===== src/rtl/rv32_mem_pkg.sv =====
// Shared RV32I load/store definitions: funct3 encodings, the access FSM
// state and error-cause encodings, and decode helpers used by the
// load/store unit.
package rv32_mem_pkg;

    localparam logic [2:0] F3_LB  = 3'b000;
    localparam logic [2:0] F3_LH  = 3'b001;
    localparam logic [2:0] F3_LW  = 3'b010;
    localparam logic [2:0] F3_LBU = 3'b100;
    localparam logic [2:0] F3_LHU = 3'b101;
    localparam logic [2:0] F3_SB  = 3'b000;
    localparam logic [2:0] F3_SH  = 3'b001;
    localparam logic [2:0] F3_SW  = 3'b010;

    typedef enum logic [1:0] {
        IDLE   = 2'b00,
        ACCESS = 2'b01,
        DONE   = 2'b10,
        FAULT  = 2'b11
    } mau_state_t;

    typedef enum logic [1:0] {
        ERR_NONE     = 2'b00,
        ERR_MISALIGN = 2'b01,
        ERR_FUNCT3   = 2'b10,
        ERR_TIMEOUT  = 2'b11
    } mau_err_t;

    function automatic logic f3_legal(input logic is_store, input logic [2:0] f3);
        if (is_store)
            return (f3 == F3_SB) || (f3 == F3_SH) || (f3 == F3_SW);
        else
            return (f3 == F3_LB) || (f3 == F3_LH) || (f3 == F3_LW) ||
                   (f3 == F3_LBU) || (f3 == F3_LHU);
    endfunction

    // funct3[1:0] gives the access size for every legal encoding:
    // 00 byte, 01 half, 10 word.
    function automatic logic misaligned(input logic [2:0] f3, input logic [1:0] off);
        case (f3[1:0])
            2'b01:   return off[0];
            2'b10:   return off != 2'b00;
            default: return 1'b0;
        endcase
    endfunction

endpackage


===== src/rtl/load_align.sv =====
// Load data formatter: selects the addressed byte/half of a memory word and
// sign- or zero-extends it according to the RV32I load funct3.
//   rdata_i   in  32  raw memory word
//   offset_i  in  2   byte offset within the word (addr[1:0])
//   funct3_i  in  3   load funct3
//   data_o    out 32  formatted writeback value
module load_align
    import rv32_mem_pkg::*;
(
    input  logic [31:0] rdata_i,
    input  logic [1:0]  offset_i,
    input  logic [2:0]  funct3_i,
    output logic [31:0] data_o
);

    logic [7:0]  byte_sel;
    logic [15:0] half_sel;

    always_comb begin
        case (offset_i)
            2'd0:    byte_sel = rdata_i[7:0];
            2'd1:    byte_sel = rdata_i[15:8];
            2'd2:    byte_sel = rdata_i[23:16];
            default: byte_sel = rdata_i[31:24];
        endcase
        half_sel = offset_i[1] ? rdata_i[31:16] : rdata_i[15:0];
    end

    always_comb begin
        case (funct3_i)
            F3_LB:   data_o = {{24{byte_sel[7]}}, byte_sel};
            F3_LBU:  data_o = {24'd0, byte_sel};
            F3_LH:   data_o = {{16{half_sel[15]}}, half_sel};
            F3_LHU:  data_o = {16'd0, half_sel};
            default: data_o = rdata_i;
        endcase
    end

endmodule


===== src/rtl/mem_access_unit.sv =====
// RV32I load/store unit: performs one byte/half/word access per start
// request over a word-wide req/ready memory port, formats load data,
// steers store byte lanes and reports misaligned / illegal / timeout errors.
//   clk, rst_n                       clock, async active-low reset
//   start_i, is_store_i, funct3_i,
//   addr_i, store_data_i             request, sampled in IDLE
//   busy_o, done_o, err_o, err_cause_o  status to the controller
//   load_data_o                      last successful load result
//   mem_req_o, mem_we_o, mem_addr_o,
//   mem_wmask_o, mem_wdata_o         memory request
//   mem_rdata_i, mem_ready_i         memory response
//
// state  | meaning
// IDLE   | waiting for start_i; decodes and captures the request
// ACCESS | mem_req_o high until mem_ready_i or timeout
// DONE   | one-cycle success pulse
// FAULT  | one-cycle error pulse, no memory access performed/completed
module mem_access_unit
    import rv32_mem_pkg::*;
#(
    parameter int TIMEOUT_CYCLES = 16
) (
    input  logic        clk,
    input  logic        rst_n,
    input  logic        start_i,
    input  logic        is_store_i,
    input  logic [2:0]  funct3_i,
    input  logic [31:0] addr_i,
    input  logic [31:0] store_data_i,
    output logic        busy_o,
    output logic        done_o,
    output logic        err_o,
    output logic [1:0]  err_cause_o,
    output logic [31:0] load_data_o,
    output logic        mem_req_o,
    output logic        mem_we_o,
    output logic [31:0] mem_addr_o,
    output logic [3:0]  mem_wmask_o,
    output logic [31:0] mem_wdata_o,
    input  logic [31:0] mem_rdata_i,
    input  logic        mem_ready_i
);

    localparam int CW = $clog2(TIMEOUT_CYCLES + 1);
    localparam logic [CW-1:0] CNT_LAST = CW'(TIMEOUT_CYCLES - 1);

    mau_state_t  state_q, state_d;
    mau_err_t    err_q, err_d;
    logic [CW-1:0] cnt_q, cnt_d;
    logic [31:0] load_q, load_d;
    logic        is_store_q;
    logic [2:0]  funct3_q;
    logic [31:0] addr_q;
    logic [31:0] sdata_q;
    logic        capture;
    logic [31:0] aligned;
    logic [3:0]  wmask_raw;

    load_align u_load_align (
        .rdata_i  (mem_rdata_i),
        .offset_i (addr_q[1:0]),
        .funct3_i (funct3_q),
        .data_o   (aligned)
    );

    always_comb begin
        state_d = state_q;
        err_d   = err_q;
        cnt_d   = cnt_q;
        load_d  = load_q;
        capture = 1'b0;
        case (state_q)
            IDLE: begin
                if (start_i) begin
                    capture = 1'b1;
                    if (!f3_legal(is_store_i, funct3_i)) begin
                        state_d = FAULT;
                        err_d   = ERR_FUNCT3;
                    end else if (misaligned(funct3_i, addr_i[1:0])) begin
                        state_d = FAULT;
                        err_d   = ERR_MISALIGN;
                    end else begin
                        state_d = ACCESS;
                        cnt_d   = '0;
                    end
                end
            end
            ACCESS: begin
                if (mem_ready_i) begin
                    state_d = DONE;
                    if (!is_store_q) load_d = aligned;
                end else if (cnt_q == CNT_LAST) begin
                    state_d = FAULT;
                    err_d   = ERR_TIMEOUT;
                end else begin
                    cnt_d = cnt_q + 1'b1;
                end
            end
            default: state_d = IDLE;
        endcase
    end

    always_ff @(posedge clk or negedge rst_n) begin
        if (!rst_n) begin
            state_q    <= IDLE;
            err_q      <= ERR_NONE;
            cnt_q      <= '0;
            load_q     <= '0;
            is_store_q <= 1'b0;
            funct3_q   <= '0;
            addr_q     <= '0;
            sdata_q    <= '0;
        end else begin
            state_q <= state_d;
            err_q   <= err_d;
            cnt_q   <= cnt_d;
            load_q  <= load_d;
            if (capture) begin
                is_store_q <= is_store_i;
                funct3_q   <= funct3_i;
                addr_q     <= addr_i;
                sdata_q    <= store_data_i;
            end
        end
    end

    always_comb begin
        case (funct3_q[1:0])
            2'b00: begin
                wmask_raw   = 4'b0001 << addr_q[1:0];
                mem_wdata_o = {4{sdata_q[7:0]}};
            end
            2'b01: begin
                wmask_raw   = 4'b0011 << addr_q[1:0];
                mem_wdata_o = {2{sdata_q[15:0]}};
            end
            default: begin
                wmask_raw   = 4'b1111;
                mem_wdata_o = sdata_q;
            end
        endcase
    end

    assign mem_req_o   = (state_q == ACCESS);
    assign mem_we_o    = mem_req_o & is_store_q;
    assign mem_wmask_o = mem_we_o ? wmask_raw : 4'b0000;
    assign mem_addr_o  = {addr_q[31:2], 2'b00};

    assign busy_o      = (state_q != IDLE);
    assign done_o      = (state_q == DONE) || (state_q == FAULT);
    assign err_o       = (state_q == FAULT);
    assign err_cause_o = (state_q == FAULT) ? err_q : ERR_NONE;
    assign load_data_o = load_q;

endmodule


===== config.mk =====
export PLATFORM = sky130hd
export DESIGN_NAME = mem_access_unit
export DESIGN_NICKNAME = d
export VERILOG_FILES = /design/src/rtl/rv32_mem_pkg.sv /design/src/rtl/load_align.sv /design/src/rtl/mem_access_unit.sv
export SDC_FILE = /design/constraint.sdc
export NUM_CORES = 1
export LEC_CHECK = 0
export BUFFER_PORTS_ARGS = -buffer_cell sky130_fd_sc_hd__buf_2
export CELL_PAD_IN_SITES_DETAIL_PLACEMENT = 0
export CELL_PAD_IN_SITES_GLOBAL_PLACEMENT = 1
export CORE_ASPECT_RATIO = 0.9
export CORE_MARGIN = 3
export CORE_UTILIZATION = 40
export CTS_BUF_LIST = sky130_fd_sc_hd__clkbuf_16
export DETAILED_ROUTE_END_ITERATION = 16
export GPL_TIMING_DRIVEN = 0
export HOLD_SLACK_MARGIN = 0.12
export PLACE_DENSITY_LB_ADDON = 0.1
export REMOVE_ABC_BUFFERS = 1
export SLEW_MARGIN = 20
export SYNTH_ARGS = -nofsm -noshare
export SYNTH_HDL_FRONTEND = slang
export SYNTH_SLANG_ARGS = --single-unit

===== constraint.sdc =====
create_clock -name clk -period 5.4 [get_ports clk]
set_clock_uncertainty 0.05 [all_clocks]
set_input_delay 1.62 -clock clk [delete_from_list [all_inputs] [get_ports clk]]
set_output_delay 1.62 -clock clk [all_outputs]
set_load 0.02 [all_outputs]

==> results of run 1 <==
-- registers in the layout, summed over array words and instances, names as in the netlist --
signal	cells
err_q	2
is_store_q	1
funct3_q	3
cnt_q	5
addr_q	32
state_q	2
load_data_o	32
sdata_q	32
-- worst paths after layout --
check	start	endpoint	slack (ns)	depth (start not counted)
max	funct3_q[1]	mem_wdata_o[13]	1.36	4
min	load_data_o[7]	load_data_o[7]	0.45	2
max reg2reg	state_q[1]	load_data_o[17]	2.62	4
min reg2reg	load_data_o[7]	load_data_o[7]	0.45	2
max in group asynchronous	rst_n	load_data_o[31]	3.46	2
min in group asynchronous	rst_n	cnt_q[1]	1.19	1
-- cell usage after synthesis, drive strengths merged (5+ instances only) --
master / n / area share
clkbuf: 12 / 0.0082
nor2: 22 / 0.015
o21ai: 48 / 0.043
ha: 5 / 0.011
a21oi: 44 / 0.039
nand3: 5 / 0.0044
inv: 11 / 0.0073
nand2: 26 / 0.017
mux2i: 9 / 0.016
mux2: 90 / 0.18
or3: 11 / 0.012
nor2b: 8 / 0.011
nor3: 6 / 0.0082
o211ai: 18 / 0.024
buf: 61 / 0.072
dfrtp: 109 / 0.48
-- kinds of logic after synthesis --
family | after synthesis | share of synthesized area
buffers and inverters | 84 | 0.08784
and+or+nand+nor | 92 | 0.08562
adders and majority gates | 5 | 0.01112
DFF | 109 | 0.4848
muxes | 100 | 0.2001
other | 1 | 0.0006665
AOI/OAI and AO/OA | 126 | 0.1299
-- cell type report --
cell class	count	area, um^2
Clock inverter	7	92.59
Sequential cell	109	2730
Tap cell	189	236.5
Multi-Input combinational cell	325	2420
Fill cell	1285	6620
Clock buffer	9	225.2
Timing Repair Buffer	214	1197
Inverter	11	41.29
-- power breakdown --
part	total (mW)	internal, mW	switching [mW]	leakage, nW
Clock	0.706	0.372	0.334	0.149
Combinational	2.36	1.01	1.35	1.79
Sequential	1.60	1.23	0.369	1.27
-- metrics by stage --
step | cell area (um^2) | power, mW | instances
2_1_floorplan | 5177 | 3.104 | 445
3_5_place_dp | 6625 | 4.002 | 848
4_1_cts | 6943 | 4.730 | 864
6_report | 6943 | 4.667 | 864
3_3_place_gp | 6455 | 3.900 | 842
5_1_grt | 6943 | 5.013 | 864
-- worst register-to-register path: stages, from the launching register on --
cell and delay [ns]:
dfrtp_1 0.59, nand4bb_2 0.74, nor3_2 1.02, a21oi_1 0.08
o21ai_0 0.22
-- per-layer routing --
layer  vias to the layer above  share of wire
met5                         -              0
met4                         0          0.018
met3                        17           0.10
met2                       144           0.47
met1                      2091           0.41
li1                       2096              -
==> metrics.txt, run 1 <==
worst-margin pin slew=1.082 ns; die height=118.5 um; clk root buf=clkbuf_16; RSZ-0062 raised after global routing=no; final design utilization=0.5119; Final ANT Viol Nets=0; area grow syn2layout=23.39%; syn_area_per_cell=10.88 um^2; Mapped Area=0.005627 mm^2; # port buffers=208; Max Root-Sink Buffers=2; row count=40; Seq cells post-synth=109; Total Wirelength=14830 um; Placer Congestion=0.7459; status=finished clean; P_leak=3.210 nW; drt first pass iters=4; Post-CTS Setup Inserts=0; clk_lat worst skew=0.35 ns; routed vias/inst=5.032; sequential fraction of the synthesis area=0.4848; CP max-delay cell=nor2_1; Yosys cell types=47; HPWL after DPL=10600 um; GRT met2 Usage=0.3030; CTS tree=done; Max-slew headroom=0.2745; WL per Instance=17.16 um; # setup viols final=0; worst hold path type=register to register; CP Capture Type=output pin; initial antenna violation count=0; total CTS buffers=9; ys flop type=dfrtp_1; element type at the critical path start=register; drc violations=0; vias in the first global route=4556; # nets final=779; Worst-path clk slew=0.08 ns; WHS=0.4492 ns; Clock Sink Count=109; most common cell after layout, fill and taps aside=buf_2; core area=0.01356 mm^2; Syn. warnings=0; largest net degree at the start of global routing=66; PostCTS Resize Cnt=0; Top Usage Layer GRT=met2; number of flops mapped to enable cells by yosys=0; Highest Clock Rate=0.2477 GHz; VDD IR max=339.5 uV; met1 Usage GRT=0.2441; CTS H-tree depth=3; Starting Density=0.4149; Cells after Synth=517; CP peak stage delay=0.62 ns; CP Data Required Time=3.73 ns; WP buf/inv=2; Crit path max-delay family=simple AND/OR/NAND/NOR gates; met3 GRT Util=0.08540; PD cells=672.3 mW/mm^2; DR iter-0 viols=226; max-cap viol count=0; Max Transition Viols Final=0; period utilisation layout=0.7475; layout cell share with drive strength beyond 1=0.4948; Hold Violations, Final=0; fin worst setup slack=1.363 ns; Setup WS pre-CTS=1.601 ns; Final min period=4.037 ns; first-pass GRT wire length=23990 um; CP arrival=2.37 ns; antenna diode count=0; CP cell instances=buf_12 > nor2_1 > mux2_2 > buf_2; Vias=4348; die width=131.0 um; Ports=211; Total GRT Usage=0.1946; Critical Path Fanout Max=30; Setup Total Neg Slack=0 ns; most frequent cells in the layout=buf_2 (207), dfrtp_1 (107), mux2_2 (90), o21ai_0 (47), a21oi_1 (44); total grt overflow=0; CTS Hold Buffers Added=0; Post-synth ARST share=1.000; die area=0.01553 mm^2; CP Class=register to output pin
(Power assumes the default switching activity.)
==> inputs of run 2 (changes only) <==
--- a/config.mk
+++ b/config.mk
@@ -10,7 +10,7 @@
 export CELL_PAD_IN_SITES_GLOBAL_PLACEMENT = 1
 export CORE_ASPECT_RATIO = 0.9
 export CORE_MARGIN = 3
-export CORE_UTILIZATION = 40
+export CORE_UTILIZATION = 34
 export CTS_BUF_LIST = sky130_fd_sc_hd__clkbuf_16
 export DETAILED_ROUTE_END_ITERATION = 16
 export GPL_TIMING_DRIVEN = 0
==> constraint.sdc (replaced) <==
create_clock -name clk -period 3.41 [get_ports clk]
set_clock_uncertainty 0.05 [all_clocks]
set_input_delay 1.023 -clock clk [delete_from_list [all_inputs] [get_ports clk]]
set_output_delay 1.023 -clock clk [all_outputs]
set_load 0.02 [all_outputs]
==> run 2 against run 1 <==
Net effect:
- die area is 17% higher
- count of clock-buffer cells in the layout unchanged
- sequential cell count is the same
- global-route usage is 2.5 points lower
- wire length is 2.2% higher
- clock power rose by 47%
- utilization shrank 7.5 points
- combinational power rose by 56%
- largest power group unchanged
- highest routed layer is now met5
==> metrics.txt, run 2 (synthesized netlist as in run 1, its figures left out) <==
area grow syn2layout=22.77% (was 23.39%); R2R setup slack=0.69 ns (was 2.62 ns); Hold Violations, Final=0 (unchanged); P_leak=3.179 nW (was 3.210 nW); CP peak stage delay=0.80 ns (was 0.62 ns); Setup WS pre-CTS=0.1897 ns (was 1.601 ns); CP Class=register to output pin (unchanged); CTS Hold Buffers Added=0 (unchanged); WP buf/inv=3 (was 2); Total Wirelength=15150 um (was 14830 um); Highest Clock Rate=0.3075 GHz; drt first pass iters=4 (unchanged); Starting Density=0.3557 (was 0.4149); Placer Congestion=0.7918 (was 0.7459); drc violations=0 (unchanged); routed vias/inst=5.023 (was 5.032); # port buffers=208 (unchanged); first-pass GRT wire length=24440 um (was 23990 um); crit path from=funct3_q[1] (unchanged); die area=0.01813 mm^2 (was 0.01553 mm^2); CTS H-tree depth=3 (unchanged); CP arrival=2.18 ns (was 2.37 ns); die width=141.6 um (was 131.0 um); layout cell share with drive strength beyond 1=0.4948 (about the same); Critical Path Fanout Max=29 (was 30); Final min period=3.253 ns; status=finished clean (unchanged); # nets final=777 (was 779); antenna diode count=0 (unchanged); # setup viols final=0 (unchanged); worst r2r src=state_q[1] (unchanged); CP Data Required Time=2.34 ns (was 3.73 ns); PD cells=1058 mW/mm^2 (was 672.3 mW/mm^2); Max-slew headroom=0.4192 (was 0.2745); most common cell after layout, fill and taps aside=buf_2 (unchanged); die height=128.0 um (was 118.5 um); RSZ-0062 raised after global routing=no (unchanged); CTS tree=done (unchanged); core area=0.01582 mm^2 (was 0.01356 mm^2); Critical R2R Capture=load_data_o[15] (was load_data_o[17]); sequential cell area=0.002730 mm^2 (unchanged); Critical Path Stages=4 (unchanged); element type at the critical path start=register (unchanged); WL per Instance=17.32 um (was 17.16 um); max-cap viol count=0 (unchanged); total grt overflow=0 (unchanged); total chip power=7.310 mW (was 4.667 mW); CP cell instances=buf_16 > inv_1 > a21oi_1 > buf_2 (was buf_12 > nor2_1 > mux2_2 > buf_2); clk root buf=clkbuf_16 (unchanged); fin worst setup slack=0.1575 ns (was 1.363 ns); Max Root-Sink Buffers=2 (unchanged); initial antenna violation count=1 (was 0); worst hold path type=register to register (unchanged); Post-CTS Setup Inserts=0 (unchanged); PostCTS Resize Cnt=1 (was 0); total CTS buffers=9 (unchanged); most frequent cells in the layout=buf_2 (207), dfrtp_1 (107), mux2_2 (90), o21ai_0 (47), a21oi_1 (44) (unchanged); Max Transition Viols Final=0 (unchanged); CP Capture Type=output pin (unchanged); Clock Sink Count=109 (unchanged); Worst-path clk slew=0.07 ns (was 0.08 ns); area of the multi-input gates=0.002445 mm^2 (was 0.002420 mm^2); largest net degree at the start of global routing=75 (was 66); Final ANT Viol Nets=0 (unchanged); cells on worst reg2reg path=4 (unchanged); vias in the first global route=4584 (was 4556); period utilisation layout=0.9538; Total GRT Usage=0.1695 (was 0.1946); VDD IR max=541.0 uV (was 339.5 uV); clk_lat worst skew=0.35 ns (about the same); DR iter-0 viols=149 (was 226); CP max-delay cell=dfrtp_2 (was nor2_1); row count=43 (was 40); Vias=4395 (was 4348); Crit path max-delay family=flip-flops (was simple AND/OR/NAND/NOR gates); worst-margin pin slew=0.8695 ns (was 1.082 ns); Ports=211 (unchanged); HPWL after DPL=10760 um (was 10600 um); worst setup path endpoint=mem_wmask_o[1] (was mem_wdata_o[13]); fill cell count=1604 (was 1285)
-- run 2: cell types whose count changed in the layout (fill, tap and decap cells not counted), sizes merged --
cell,previous run,this run
bufinv,1,0
inv,14,15
buf,214,212
-- run 2: power by group --
| part | switching (mW) | total, mW | internal (mW) | leakage (nW) |
|---|---|---|---|---|
| Sequential | 0.637 | 2.59 | 1.95 | 1.27 |
| Clock | 0.525 | 1.04 | 0.513 | 0.136 |
| Combinational | 2.09 | 3.68 | 1.59 | 1.77 |
| Total | 3.26 | 7.31 | 4.05 | 3.18 |
-- run 2: worst reg2reg max path, stage by stage, from the launching register on --
cell and delay [ns]:
dfrtp_1 0.61, nand4bb_4 0.72, a211oi_2 0.96, nor2b_1 0.22, a21oi_1 0.05
-- run 2: per-layer routing --
metal	vias up	track usage	share of wire
met5	-	0	0.00086
met4	2	0.04120	0.011
met3	14	0.07199	0.094
met2	150	0.2755	0.46
met1	2139	0.2099	0.43
li1	2090	-	-
-- run 2: final cells by class --
cell class	count	share of cell area
Sequential cell	109	0.3952
Clock buffer	9	0.03260
Multi-Input combinational cell	325	0.3539
Timing Repair Buffer	212	0.1665
Clock inverter	7	0.009237
Inverter	11	0.005977
Tap cell	202	0.03659
-- run 2: worst min path at each step --
stage | start | endpoint | slack, ns | cells after the start
after floorplan | cnt_q[4] | cnt_q[4] | 0.41 | 2
after global placement | load_data_o[7] | load_data_o[7] | 0.41 | 2
after detailed placement | load_data_o[7] | load_data_o[7] | 0.43 | 2
after CTS | load_data_o[7] | load_data_o[7] | 0.44 | 2
after global routing | addr_q[14] | addr_q[14] | 0.47 | 1
final | load_data_o[7] | load_data_o[7] | 0.44 | 2
-- run 2: per-stage QoR --
stage / hold WS (ns) / TNS [ns] / utilization / std cells / instance area, um^2
global route: 0.4747 / 0 / 0.4367 / 875 / 6908
global placement: 0.4106 / -126.23 / 0.4091 / 855 / 6471
detailed placement: 0.4256 / 0 / 0.4180 / 859 / 6611
finish: 0.4409 / 0 / 0.4367 / 875 / 6908
floorplan: 0.4114 / -9.176 / - / 445 / 5177
CTS: 0.4425 / 0 / 0.4364 / 875 / 6903
==> inputs of run 3 (changes only) <==
--- a/config.mk
+++ b/config.mk
@@ -9,13 +9,13 @@
 export CELL_PAD_IN_SITES_DETAIL_PLACEMENT = 0
 export CELL_PAD_IN_SITES_GLOBAL_PLACEMENT = 1
 export CORE_ASPECT_RATIO = 0.9
-export CORE_MARGIN = 3
-export CORE_UTILIZATION = 34
-export CTS_BUF_LIST = sky130_fd_sc_hd__clkbuf_16
+export CORE_MARGIN = 2
+export CORE_UTILIZATION = 35
+export CTS_BUF_LIST = sky130_fd_sc_hd__clkbuf_4 sky130_fd_sc_hd__clkbuf_8
 export DETAILED_ROUTE_END_ITERATION = 16
 export GPL_TIMING_DRIVEN = 0
 export HOLD_SLACK_MARGIN = 0.12
-export PLACE_DENSITY_LB_ADDON = 0.1
+export PLACE_DENSITY_LB_ADDON = 0.2
 export REMOVE_ABC_BUFFERS = 1
 export SLEW_MARGIN = 20
 export SYNTH_ARGS = -nofsm -noshare
==> run 3 against run 2 <==
Net effect:
- via count shrank 1.3%
- power shrank 3.6%
- wire length shrank 2.5%
- non-clock buffer count grew 1
- die area shrank 5.6%
- register-to-register slack is essentially flat
- utilization grew 0.17 points
- final cell count grew 0.11%
- fmax grew 1.4%
- worst hold slack gained 0.015 ns
- highest routed layer is now met4
==> metrics.txt, run 3 (synthesized netlist as in run 1, its figures left out) <==
fin worst setup slack=0.2039 ns (was 0.1575 ns); Critical Path Fanout Max=27 (was 29); routed vias/inst=4.953 (was 5.023); final design utilization=0.4384 (was 0.4367); Total Wirelength=14770 um (was 15150 um); Max Transition Viols Final=0 (unchanged); max-cap viol count=0 (unchanged); Critical R2R Capture=load_data_o[28] (was load_data_o[15]); # nets final=778 (was 777); HPWL after DPL=10560 um (was 10760 um); CTS Hold Buffers Added=0 (unchanged); Sw Share=0.4551 (was 0.4453); area grow syn2layout=21.15% (was 22.77%); drc violations=0 (unchanged); Internal Power=3.840 mW (was 4.055 mW); CP Data Required Time=2.34 ns (about the same); worst r2r src=state_q[1] (unchanged); most common cell after layout, fill and taps aside=buf_2 (unchanged); CP Capture Type=output pin (unchanged); die height=124.3 um (was 128.0 um); fill cell count=1526 (was 1604); hold path startpoint=load_data_o[7] (unchanged); P_leak=3.152 nW (was 3.179 nW); Hold Path Depth=2 (unchanged); DR iter-0 viols=231 (was 149); Max-slew headroom=0.2778 (was 0.4192); drt first pass iters=4 (unchanged); row count=43 (unchanged); VDD IR max=449.1 uV (was 541.0 uV); Placer Congestion=0.8277 (was 0.7918); largest net degree at the start of global routing=58 (was 75); WP buf/inv=1 (was 3); clk_lat worst skew=0.39 ns (was 0.35 ns); Clock Sink Count=109 (unchanged); WL per Instance=16.86 um (was 17.32 um); total CTS buffers=9 (unchanged); Final ANT Viol Nets=0 (unchanged); total grt overflow=0 (unchanged); RSZ-0062 raised after global routing=no (unchanged); worst hold path type=register to register (unchanged); CP Class=register to output pin (unchanged); Post-CTS Setup Inserts=0 (unchanged); sequential cell area=0.002730 mm^2 (unchanged); Flop pwr share=0.363 (was 0.354); endpoint of the worst hold path=load_data_o[7] (unchanged); Final min period=3.206 ns (was 3.253 ns); most frequent cells in the layout=buf_2 (207), dfrtp_1 (107), mux2_2 (90), o21ai_0 (47), a21oi_1 (44) (unchanged); cells on worst reg2reg path=4 (unchanged); Psw=3.207 mW (was 3.255 mW); Gate power share=0.523 (was 0.504); layout cell share with drive strength beyond 1=0.4955 (was 0.4948); area of the multi-input gates=0.002422 mm^2 (was 0.002445 mm^2); die area=0.01711 mm^2 (was 0.01813 mm^2); Vias=4339 (was 4395); Starting Density=0.3619 (was 0.3557); core area=0.01555 mm^2 (was 0.01582 mm^2); # port buffers=208 (unchanged); CP peak stage delay=0.68 ns (was 0.80 ns); # setup viols final=0 (unchanged); period utilisation layout=0.9402 (was 0.9538); Setup WS pre-CTS=0.3147 ns (was 0.1897 ns); vias in the first global route=4516 (was 4584); Hold Violations, Final=0 (unchanged); Total GRT Usage=0.1758 (was 0.1695); worst-margin pin slew=1.077 ns (was 0.8695 ns); Ports=211 (unchanged); CP arrival=2.13 ns (was 2.18 ns); R2R setup slack=0.70 ns (was 0.69 ns); Crit path max-delay family=flip-flops (unchanged); Max Root-Sink Buffers=2 (unchanged); first-pass GRT wire length=23470 um (was 24440 um); CP cell instances=nor2_2 > mux2_2 > buf_2 (was buf_16 > inv_1 > a21oi_1 > buf_2); CP max-delay cell=dfrtp_2 (unchanged); PD cells=1034 mW/mm^2 (was 1058 mW/mm^2); CTS tree=done (unchanged); initial antenna violation count=1 (unchanged); Worst-path clk slew=0.11 ns (was 0.07 ns); crit path from=funct3_q[0] (was funct3_q[1]); Clk pwr share=0.114 (was 0.142); Highest Clock Rate=0.3119 GHz (was 0.3075 GHz); die width=137.7 um (was 141.6 um); status=finished clean (unchanged); CTS H-tree depth=3 (unchanged); antenna diode count=0 (unchanged); element type at the critical path start=register (unchanged); clk root buf=clkbuf_8 (was clkbuf_16)
## run 3: through the flow
step / instance area (um^2) / std cells / power (mW) / TNS [ns] / hold WS [ns]
final: 6817 / 876 / 7.047 / 0 / 0.4558
after CTS: 6817 / 876 / 7.146 / 0 / 0.4598
after global routing: 6817 / 876 / 7.584 / 0 / 0.4736
after global placement: 6471 / 855 / 6.175 / -109.55 / 0.4292
after floorplan: 5177 / 445 / 4.916 / -9.176 / 0.4114
after detailed placement: 6614 / 860 / 6.310 / 0 / 0.4327
## run 3: what timing repair did
action,CTS,global route
endpoints found under the hold margin,0,0
gates resized for setup,1,0
setup endpoints to repair,8,0
## run 3: worst max-delay path by stage
stage	slack (ns)	cells past startpoint	endpoint
2_1_floorplan	-0.14	4	err_q[0]
3_5_place_dp	0.31	5	load_data_o[27]
4_1_cts	0.14	3	mem_wdata_o[13]
3_3_place_gp	-1.20	5	err_q[0]
6_report	0.20	3	mem_wdata_o[12]
5_1_grt	0.05	3	mem_wdata_o[13]
## run 3: power by group through the flow
| stage | Clock (mW) | Combinational, mW | Sequential [mW] |
|---|---|---|---|
| floorplan | 0 | 1.92 | 2.99 |
| global placement | 0 | 3.58 | 2.59 |
| detailed placement | 0 | 3.72 | 2.59 |
| CTS | 0.846 | 3.73 | 2.57 |
| global route | 0.899 | 4.01 | 2.68 |
| finish | 0.801 | 3.68 | 2.56 |
## run 3: worst register-to-register path: cells and delay by family, from the launching register on
family	cells	cell delay (ns)
flip-flops	1	0.60
AO/OA/AOI/OAI	2	0.32
AND/OR/NAND/NOR	2	1.66
## run 3: final cells by class
type	instances	share of cell area
multi-input cells	325	0.3554
well taps	202	0.03708
flip-flops and latches	109	0.4005
clock buffers	10	0.02019
repair buffers	213	0.1716
clock inverters	6	0.009178
inverters	11	0.006057
## run 3: layer usage
metal / wire length (um) / part of all wire / GRT usage / up-vias
li1: - / - / - / 2091
met3: 1440 / 0.097 / 0.07285 / 22
met5: 0 / 0 / 0 / -
met4: 294 / 0.020 / 0.05458 / 0
met1: 6175 / 0.42 / 0.2138 / 2056
met2: 6859 / 0.46 / 0.2824 / 170
